==> src/rtl/crc9_pkg.sv <==
// Shared constants and state encoding for the serial CRC-9 checker/encoder family.
package crc9_pkg;

  localparam int DATA_W  = 10;
  localparam int CRC_W   = 9;
  localparam int FRAME_W = DATA_W + CRC_W;
  localparam int CNT_W   = 4;

  // G(y) = 1 + y + y^8 + y^9 with the y^9 term implied by the shift-out.
  localparam logic [CRC_W-1:0] POLY = 9'h103;

  typedef enum logic [1:0] {
    S_IDLE = 2'd0,
    S_DATA = 2'd1,
    S_CRC  = 2'd2,
    S_DONE = 2'd3
  } state_t;

endpackage

==> src/rtl/crc9_lfsr_serial.sv <==
// Serial Galois LFSR for CRC-9, one message bit per enabled cycle, MSB first.
// Clear takes priority over enable. Holds its value when not enabled, so the
// register itself is the remainder once a message has been fed in.
module crc9_lfsr_serial
  import crc9_pkg::*;
(
  input  logic             clk,
  input  logic             rst_n,
  input  logic             i_clr,
  input  logic             i_en,
  input  logic             i_bit,
  output logic [CRC_W-1:0] o_rem
);

  logic [CRC_W-1:0] r_lfsr;
  logic             w_fb;
  logic [CRC_W-1:0] w_lfsr_next;

  // Feedback: incoming bit xor the bit falling out of the top.
  always_comb begin
    w_fb        = i_bit ^ r_lfsr[CRC_W-1];
    w_lfsr_next = {r_lfsr[CRC_W-2:0], 1'b0} ^ (w_fb ? POLY : '0);
  end

  // Remainder register: clear, step on an accepted bit, otherwise hold.
  always_ff @(posedge clk or negedge rst_n) begin
    if (!rst_n) begin
      r_lfsr <= '0;
    end else if (i_clr) begin
      r_lfsr <= '0;
    end else if (i_en) begin
      r_lfsr <= w_lfsr_next;
    end
  end

  assign o_rem = r_lfsr;

endmodule

==> config.mk <==
export PLATFORM = sky130hd
export DESIGN_NAME = crc9_lfsr_serial
export DESIGN_NICKNAME = d
export VERILOG_FILES = /design/src/rtl/crc9_pkg.sv /design/src/rtl/crc9_lfsr_serial.sv
export SDC_FILE = /design/constraint.sdc
export NUM_CORES = 1
export LEC_CHECK = 0
export CAP_MARGIN = 10
export CORE_AREA = 4 4 41 43
export CTS_BUF_LIST = sky130_fd_sc_hd__clkbuf_8
export CTS_CLUSTER_DIAMETER = 50
export DETAILED_ROUTE_END_ITERATION = 10
export DIE_AREA = 0 0 45 47
export PLACE_DENSITY = 0.65
export SYNTH_ARGS = -nofsm -noshare
export SYNTH_HDL_FRONTEND = slang
export SYNTH_SLANG_ARGS = --single-unit
==> constraint.sdc <==
create_clock -name clk -period 2.91 [get_ports clk]
set_input_delay 0.582 -clock clk [delete_from_list [all_inputs] [get_ports clk]]
set_output_delay 0.582 -clock clk [all_outputs]
set_load 0.02 [all_outputs]
==> results of run 1 <==
worst reg2reg max path, cell delays in order, from the launching register on:
cell and delay, ps:
dfrtp_1 410, xnor2_1 330, nand4b_1 150, o221ai_1 110
per-layer routing:
layer	wire [um]	share of wire	vias up
met1	423	0.51	154
li1	-	-	155
met2	350	0.42	11
met3	54	0.065	0
met5	0	0	-
met4	0	0	0
Yosys cell counts, drive strengths merged:
master  instances
xnor2           1
xor2            1
a21oi           1
nand2           1
buf             2
nand2b          2
mux2i           6
nor2            9
o221ai          1
a31o            1
nand4b          1
dfrtp           9
a211oi          1
kinds of logic (layout without fill, tap and decap cells):
family	count (synthesis)	after routing	share of synthesized area
and+or+nand+nor	13	13	0.148
DFF	9	9	0.542
muxes	6	6	0.145
AOI/OAI and AO/OA	4	4	0.0843
xor gates and xnor gates	2	2	0.0422
buffers and inverters	2	17	0.0391
worst min-delay path by stage:
| stage | from | end | slack (ps) | cells after the start |
|---|---|---|---|---|
| after floorplan | rst_n | o_rem[0] | 290 | 0 |
| after global placement | o_rem[4] | o_rem[5] | 540 | 2 |
| after detailed placement | o_rem[4] | o_rem[4] | 540 | 2 |
| after CTS | o_rem[4] | o_rem[5] | 560 | 2 |
| after global routing | o_rem[3] | o_rem[3] | 600 | 2 |
| final | o_rem[3] | o_rem[4] | 550 | 2 |
report_power, final:
group | internal (mW) | switching [mW] | leakage (nW) | total, mW
clock | 0.0917 | 0.0474 | 0.0269 | 0.139
combinational | 0.0206 | 0.0219 | 0.118 | 0.0425
sequential | 0.130 | 0.00454 | 0.123 | 0.135
cell usage in the layout (no fill, tap or decap), types with 2 or more instances in the layout:
cell,synthesis,layout
clkbuf_8,0,3
clkdlybuf4s50_1,0,13
dfrtp_1,9,9
mux2i_1,6,6
nand2b_1,2,2
nor2_1,8,8
metrics by stage:
stage / instances / cell area [um^2]
after floorplan: 36 / 415
after global placement: 62 / 548
after detailed placement: 62 / 548
after CTS: 66 / 593
after global routing: 66 / 593
final: 66 / 593
cell type report:
| cell class | count | area [um^2] | share of cell area |
|---|---|---|---|
| multi-input cells | 25 | 174 | 0.293 |
| well taps | 15 | 18.8 | 0.0316 |
| flip-flops and latches | 9 | 225 | 0.380 |
| clock inverters | 1 | 3.75 | 0.00633 |
| clock buffers | 3 | 41.3 | 0.0696 |
| repair buffers | 13 | 130 | 0.219 |
==> results by group, run 1 <==
Final layout
  – Share of layout cells above drive strength 1: 0.0980
  – Layout area overhead: 42.8%
  – FILL cells: 142
  – N_diodes: 0
  – Post-layout util: 0.456
  – Number of flip-flops in the largest register: 9
  – Layout Nets: 57

STA
  – Final Hold Viols: 0
  – Unrepaired setup endpoints after global routing: no
  – Final setup fails: 0
  – Worst setup margin: 1080 ps
  – Setup TNS: 0 ps
  – Fin Hold WS: 554 ps
  – Tightest slew margin relative to the limit: 0.586
  – Pins Over Slew Limit: 0
  – Fmax: 548 MHz
  – Tcrit/Tclk final: 0.627
  – Worst-Margin Slew: 619 ps
  – Post-route minimum period: 1830 ps
  – Setup Skew: 2.59 ps

Critical path
  – Worst Path Arrival: 1240 ps
  – Crit Path Class: flop to primary output
  – Max incr delay on CP: 620 ps
  – Worst path buffer plus inverter count: 1
  – CP Cell Sequence: clkdlybuf4s50_1
  – CP Capture Type: primary output
  – Slowest CP cell: clkdlybuf4s50_1
  – Critical-path maximum fanout: 4
  – R2R setup slack: 1810 ps
  – WP depth: 1
  – Critical path's top delay family: buffers and inverters
  – Start of the worst register-to-register path: o_rem[8]
  – Worst r2r dst: o_rem[1]
  – Reg2reg path depth: 3
  – Critical path destination: o_rem[0]
  – Startpoint Class: flop
  – Worst setup startpoint: o_rem[0]
  – WP data required: 2330 ps

Floorplan
  – Die extent in y: 47 um
  – Starting Density: 0.319
  – Die area: 2120 um^2
  – Die W: 45 um
  – Site row count: 13
  – IO Count: 14
  – Core area: 1300 um^2

Clocking
  – Reg clk slew, reported paths: 50 ps
  – Clock sinks: 9
  – Worst skew pair latency: 230 ps
  – Post-CTS Hold Buffers: 0
  – H-Tree Depth: 1
  – Setup bufs post-CTS: 0
  – Clock Path Buffers: 2
  – TritonCTS clock tree: done
  – Clk root buf: clkbuf_8
  – CTS resizes: 0
  – Cts bufs inserted: 3

Logic synthesis
  – Synth Register Bits: 9
  – Cell accounting for the most synthesized area: dfrtp_1
  – Synth top area share: 0.542
  – Cell variety after synth: 15
  – Synthesized area per cell: 11.5 um^2
  – Sequential element share of the synthesized area: 0.542
  – Post-synthesis cell count: 36
  – Mapped Nets: 41
  – Ys Warns: 0
  – Top cells by area, synth: dfrtp_1 54%, mux2i_1 14%, nor2_1 7.2%, a211oi_2 3.0%, nand2b_1 3.0%
  – Cell Area, Synth: 415 um^2

Min path
  – Worst Hold Class: flop to flop

Place
  – Input/output buffers: 13
  – DP Worst Slack: 998 ps
  – DP HPWL: 564 um
  – GPL Wtd Cong: 0.597

Power
  – P_leak: 0.268 nW
  – Tot Pwr: 0.316 mW
  – Peak VDD IR: 0.225 mV
  – P per Cell Area: 533 nW/um^2

Routing
  – Post-Route WL: 829 um
  – Post-DR vias/cell: 4.85
  – Detailed Routing Iterations Pass 1: 2
  – Number of DRC markers in iteration 0: 3
  – Total vias in the final route: 320
  – Routed WL per cell: 12.6 um
  – Post-DRT Antenna Nets: 0
  – DRC: 0

Global routing
  – Global-route wire length before repair: 1460 um
  – Grt ovf: 0
  – Vias in the first global route: 332
  – Met1 Use GR: 0.141
  – GRT Resource Usage Total: 0.0974
  – GR peak layer: met1
  – Pin count of the biggest net entering global routing: 14
  – Met3 Track Usage GR: 0.0383
  – Met2 Resource Use GR: 0.130
  – Initial antenna violation count: 0

Run status
  – Status: complete, no violations

Run
  – Max-Cap Viols: 0
(Power assumes the default switching activity.)
==> inputs of run 2 (changes only) <==
PLACE_DENSITY = 0.68   (was 0.65)
clock period = 1.6 ns   (was 2.91 ns; I/O delays follow)
==> run 2 against run 1 <==
Net effect:
- via count decreased by 0.94%
- critical endpoint is now o_rem[2]
- final cell count increased by 4.5%
- die area unchanged
- sequential share of layout area decreased by 1.6 points
- worst setup slack got worse by 1000 ps
- first-iteration DRC count decreased by 33%
- clock-buffer cell count unchanged
- total power increased by 85%
- critical path type unchanged
- global-route usage increased by 0.73 points
==> results by group, run 2 (synthesis results as in run 1) <==
Power
  – Switching share of total power: 0.243 (was 0.234)
  – Int Pwr: 0.444 mW (was 0.242 mW)
  – Clock power share: 0.445 (was 0.440)
  – Sw power: 0.142 mW (was 0.0739 mW)
  – Tot Pwr: 0.586 mW (was 0.316 mW)
  – P per Cell Area: 946 nW/um^2 (was 533 nW/um^2)
  – Comb pwr share: 0.136 (was 0.134)
  – Sequential power share: 0.419 (was 0.426)
  – Peak VDD IR: 0.467 mV (was 0.225 mV)
  – P_leak: 0.316 nW (was 0.268 nW)

Routing
  – Total vias in the final route: 317 (was 320)
  – Post-DR vias/cell: 4.59 (was 4.85)
  – DRC: 0 (unchanged)
  – Detailed Routing Iterations Pass 1: 2 (unchanged)
  – Post-DRT Antenna Nets: 0 (unchanged)
  – Number of DRC markers in iteration 0: 2 (was 3)
  – Routed WL per cell: 12.5 um (was 12.6 um)
  – Post-Route WL: 863 um (was 829 um)

STA
  – Tightest slew margin relative to the limit: 0.742 (was 0.586)
  – Setup TNS: 0 ps (unchanged)
  – Setup Skew: 1.11 ps (was 2.59 ps)
  – Pins Over Slew Limit: 0 (unchanged)
  – Tcrit/Tclk final: 0.970
  – Final Hold Viols: 0 (unchanged)
  – Final setup fails: 0 (unchanged)
  – Unrepaired setup endpoints after global routing: no (unchanged)
  – Fmax: 644 MHz
  – Post-route minimum period: 1550 ps
  – Worst-Margin Slew: 386 ps (was 619 ps)

Critical path
  – Startpoint Class: flop (unchanged)
  – CP Cell Sequence: clkdlybuf4s50_1 (unchanged)
  – Worst path buffer plus inverter count: 1 (unchanged)
  – Slowest CP cell: clkdlybuf4s50_1 (unchanged)
  – Crit Path Class: flop to primary output (unchanged)
  – CP Capture Type: primary output (unchanged)
  – Worst Path Arrival: 1230 ps (was 1240 ps)
  – Critical-path maximum fanout: 3 (was 4)
  – R2R setup slack: 530 ps (was 1810 ps)
  – Worst r2r dst: o_rem[1] (unchanged)
  – Reg2reg path depth: 2 (was 3)
  – Start of the worst register-to-register path: o_rem[8] (unchanged)
  – Critical path's top delay family: buffers and inverters (unchanged)
  – Max incr delay on CP: 620 ps (about the same)
  – WP data required: 1280 ps (was 2330 ps)

Global routing
  – Initial antenna violation count: 0 (unchanged)
  – GR peak layer: met2 (was met1)
  – GRT Resource Usage Total: 0.105 (was 0.0974)
  – Met2 Resource Use GR: 0.130 (unchanged)
  – Grt ovf: 0 (unchanged)
  – Pin count of the biggest net entering global routing: 14 (unchanged)
  – Met3 Track Usage GR: 0.0690 (was 0.0383)
  – Global-route wire length before repair: 1440 um (was 1460 um)
  – Met1 Use GR: 0.129 (was 0.141)
  – Vias in the first global route: 299 (was 332)

Floorplan
  – Starting Density: 0.319 (unchanged)
  – Core area: 1300 um^2 (unchanged)
  – Die area: 2120 um^2 (unchanged)
  – IO Count: 14 (unchanged)
  – Die W: 45 um (unchanged)
  – Die extent in y: 47 um (unchanged)
  – Site row count: 13 (unchanged)

Place
  – DP HPWL: 603 um (was 564 um)
  – Input/output buffers: 13 (unchanged)
  – GPL Wtd Cong: 0.668 (was 0.597)
  – Area after DPL: 571 um^2 (was 548 um^2)

Final layout
  – Commonest non-fill, non-tap cells in the layout: 10 x clkdlybuf4s50_1, 9 x dfrtp_1, 8 x nor2_1, 6 x mux2i_1 (was 13 x clkdlybuf4s50_1, 9 x dfrtp_1, 8 x nor2_1, 6 x mux2i_1, 3 x clkbuf_8)
  – Layout Nets: 60 (was 57)
  – FILL cells: 127 (was 142)
  – Layout area overhead: 49.1% (was 42.8%)
  – Number of flip-flops in the largest register: 9 (unchanged)
  – Share of layout cells above drive strength 1: 0.148 (was 0.0980)
  – Commonest non-fill, non-tap cell in the layout: clkdlybuf4s50_1 (unchanged)
  – N_diodes: 0 (unchanged)
  – Post-route cell area: 619 um^2 (was 593 um^2)

Clocking
  – Setup bufs post-CTS: 0 (unchanged)
  – Worst skew pair latency: 230 ps (about the same)
  – Clk root buf: clkbuf_8 (unchanged)
  – TritonCTS clock tree: done (unchanged)
  – Clock Path Buffers: 2 (unchanged)
  – Reg clk slew, reported paths: 50 ps (about the same)
  – Clock sinks: 9 (unchanged)
  – H-Tree Depth: 1 (unchanged)
  – Cts bufs inserted: 3 (unchanged)

Run
  – Max-Cap Viols: 0 (unchanged)

Run status
  – Status: complete, no violations (unchanged)

Min path
  – Worst Hold Class: primary input to async pin (was flop to flop)
==> run 2: per-stage QoR <==
stage / util / cells / setup slack [ps] / hold slack (ps)
floorplan: - / 36 / 566 / 24.4
global placement: 0.438 / 65 / 180 / 529
detailed placement: 0.438 / 65 / 175 / 546
CTS: 0.472 / 69 / 21.3 / 396
global route: 0.476 / 69 / 4.12 / 418
finish: 0.476 / 69 / 47.3 / 376
==> run 2: timing repair <==
action                                  4_1_cts  5_1_grt
hold buffers                                  0        0
endpoints found under the setup margin        1        2
gates cloned                                  0        0
gates resized for setup                       1        2
==> run 2: layer usage <==
metal / vias to the layer above / part of all wire / wire length (um)
met1: 145 / 0.47 / 404
li1: 157 / - / -
met3: 4 / 0.093 / 80
met4: 0 / 0.029 / 25
met5: - / 0 / 0
met2: 11 / 0.41 / 352
==> run 2: how the worst max path moves through the flow <==
| stage | startpoint | to | slack, ps | cells past startpoint |
|---|---|---|---|---|
| finish | o_rem[2] | o_rem[2] | 50 | 1 |
| global route | o_rem[2] | o_rem[2] | 4 | 1 |
| CTS | o_rem[0] | o_rem[0] | 20 | 1 |
| detailed placement | i_bit | o_rem[1] | 180 | 3 |
| global placement | i_clr | o_rem[8] | 180 | 4 |
| floorplan | o_rem[8] | o_rem[1] | 570 | 2 |
==> run 2: cell type report <==
| cell class | instances | area, um^2 | area share |
|---|---|---|---|
| repair buffers | 16 | 156 | 0.253 |
| clock buffers | 3 | 41.3 | 0.0667 |
| multi-input cells | 25 | 174 | 0.281 |
| well taps | 15 | 18.8 | 0.0303 |
| flip-flops and latches | 9 | 225 | 0.364 |
| clock inverters | 1 | 3.75 | 0.00606 |
==> run 2: power by group through the flow <==
stage / logic, mW / clock network (mW) / registers (mW)
3_5_place_dp: 0.0829 / 0 / 0.248
4_1_cts: 0.0822 / 0.270 / 0.245
3_3_place_gp: 0.0826 / 0 / 0.249
6_report: 0.0796 / 0.261 / 0.245
2_1_floorplan: 0.0322 / 0 / 0.258
5_1_grt: 0.0871 / 0.287 / 0.246
==> inputs of run 3 (changes only) <==
MAX_ROUTING_LAYER = met4   (was unset)
==> run 3 against run 2 <==
Net effect:
- die area unchanged
- maximum frequency hardly changed
- sequential cell count unchanged
- final area did not move
- via count stayed put
- register-to-register slack hardly changed
- worst setup slack better by 0.88 ps
- routed wire length is 0.23% higher
- critical path type unchanged
- critical endpoint unchanged
- highest routed layer unchanged
==> results by group, run 3 (synthesis results as in run 1) <==
Clocking
  – Setup bufs post-CTS: 0 (unchanged)
  – H-Tree Depth: 1 (unchanged)
  – Clock Path Buffers: 2 (unchanged)
  – CTS resizes: 1 (unchanged)
  – Reg clk slew, reported paths: 50 ps (about the same)
  – Post-CTS Hold Buffers: 0 (unchanged)
  – Cts bufs inserted: 3 (unchanged)
  – Clk root buf: clkbuf_8 (unchanged)
  – Clock sinks: 9 (unchanged)
  – Worst skew pair latency: 230 ps (about the same)
  – TritonCTS clock tree: done (unchanged)

Routing
  – Number of DRC markers in iteration 0: 2 (unchanged)
  – Detailed Routing Iterations Pass 1: 2 (unchanged)
  – DR WL met3: 62 um (was 80 um)
  – Total vias in the final route: 317 (unchanged)
  – Post-Route WL: 865 um (was 863 um)
  – Top Layer Used: met4 (unchanged)
  – Post-DRT Antenna Nets: 0 (unchanged)
  – Post-DR vias/cell: 4.59 (unchanged)
  – DRC: 0 (unchanged)
  – Detailed route wirelength on metal2: 354 um (was 352 um)
  – Routed WL per cell: 12.5 um (about the same)
  – WL met1: 423 um (was 404 um)

Critical path
  – Worst path buffer plus inverter count: 1 (unchanged)
  – Worst Path Arrival: 1230 ps (about the same)
  – Reg2reg path depth: 2 (unchanged)
  – Critical path's top delay family: buffers and inverters (unchanged)
  – R2R setup slack: 530 ps (about the same)
  – CP Cell Sequence: clkdlybuf4s50_1 (unchanged)
  – CP Capture Type: primary output (unchanged)
  – Start of the worst register-to-register path: o_rem[8] (unchanged)
  – Max incr delay on CP: 620 ps (about the same)
  – Worst r2r dst: o_rem[1] (unchanged)
  – Crit Path Class: flop to primary output (unchanged)
  – Slowest CP cell: clkdlybuf4s50_1 (unchanged)
  – WP data required: 1280 ps (about the same)
  – Startpoint Class: flop (unchanged)
  – Critical-path maximum fanout: 3 (unchanged)

STA
  – Tcrit/Tclk final: 0.970 (about the same)
  – Worst-Margin Slew: 386 ps (unchanged)
  – Setup Skew: 1.12 ps (was 1.11 ps)
  – Pins Over Slew Limit: 0 (unchanged)
  – Tightest slew margin relative to the limit: 0.742 (unchanged)
  – Unrepaired setup endpoints after global routing: no (unchanged)
  – Final setup fails: 0 (unchanged)
  – Fmax: 644 MHz (about the same)
  – Post-route minimum period: 1550 ps (about the same)
  – Setup TNS: 0 ps (unchanged)
  – Final Hold Viols: 0 (unchanged)

Power
  – P per Cell Area: 946 nW/um^2 (about the same)
  – P_leak: 0.316 nW (unchanged)
  – Peak VDD IR: 0.467 mV (about the same)

Final layout
  – Post-layout util: 0.476 (unchanged)
  – Number of flip-flops in the largest register: 9 (unchanged)
  – Layout Nets: 60 (unchanged)
  – Layout area overhead: 49.1% (unchanged)
  – N_diodes: 0 (unchanged)
  – FILL cells: 127 (unchanged)
  – Area occupied by multi-input gates: 174 um^2 (unchanged)
  – Register area: 225 um^2 (unchanged)
  – Commonest non-fill, non-tap cells in the layout: 10 x clkdlybuf4s50_1, 9 x dfrtp_1, 8 x nor2_1, 6 x mux2i_1 (unchanged)
  – Share of layout cells above drive strength 1: 0.148 (unchanged)
  – Commonest non-fill, non-tap cell in the layout: clkdlybuf4s50_1 (unchanged)

Place
  – DP HPWL: 603 um (unchanged)
  – Input/output buffers: 13 (unchanged)
  – GPL Wtd Cong: 0.675 (was 0.668)

Global routing
  – GRT Resource Usage Total: 0.108 (was 0.105)
  – Grt ovf: 0 (unchanged)
  – Vias in the first global route: 299 (unchanged)
  – Pin count of the biggest net entering global routing: 14 (unchanged)
  – Global-route wire length before repair: 1440 um (about the same)
  – Initial antenna violation count: 0 (unchanged)

Run status
  – Status: complete, no violations (unchanged)

Floorplan
  – Die area: 2120 um^2 (unchanged)
  – Die W: 45 um (unchanged)
  – IO Count: 14 (unchanged)
  – Starting Density: 0.319 (unchanged)
  – Site row count: 13 (unchanged)
  – Core area: 1300 um^2 (unchanged)
  – Die extent in y: 47 um (unchanged)

Run
  – Max-Cap Viols: 0 (unchanged)

Min path
  – Worst Hold Class: primary input to async pin (unchanged)
[run 3: cell counts in the layout (fill, tap and decap cells not counted)]
Identical to the previous run, type by type.
[run 3: layer usage]
layer	track usage	vias to the layer above
met5	-	-
met4	0.0702	0
met3	0.0575	4
met2	0.130	11
met1	0.136	145
li1	-	157
[run 3: final cells by class]
class,instances,area share
tap,15,0.0303
multi-input combinational,25,0.281
clock buffer,3,0.0667
timing repair buffer,16,0.253
sequential,9,0.364
clock inverter,1,0.00606
[run 3: power by group]
part / leakage [nW] / internal (mW) / switching [mW]
Combinational: 0.166 / 0.0395 / 0.0402
Sequential: 0.123 / 0.237 / 0.00860
Clock: 0.0269 / 0.167 / 0.0934
Total: 0.316 / 0.444 / 0.142
[run 3: metrics by stage]
stage	worst slack (ps)	hold WS, ps	power, mW	cells	area (um^2)
after global placement	180	529	0.331	65	571
after CTS	21.3	396	0.597	69	614
after detailed placement	175	546	0.331	65	571
after global routing	4.12	418	0.620	69	619
after floorplan	566	24.4	0.290	36	415
final	48.1	376	0.586	69	619
[run 3: worst max-delay path by stage]
stage	cells after the start	start	slack (ps)	to
after floorplan	2	o_rem[8]	570	o_rem[1]
after global placement	4	i_clr	180	o_rem[8]
after detailed placement	3	i_bit	180	o_rem[1]
after CTS	1	o_rem[0]	20	o_rem[0]
after global routing	1	o_rem[2]	4	o_rem[2]
final	1	o_rem[2]	50	o_rem[2]
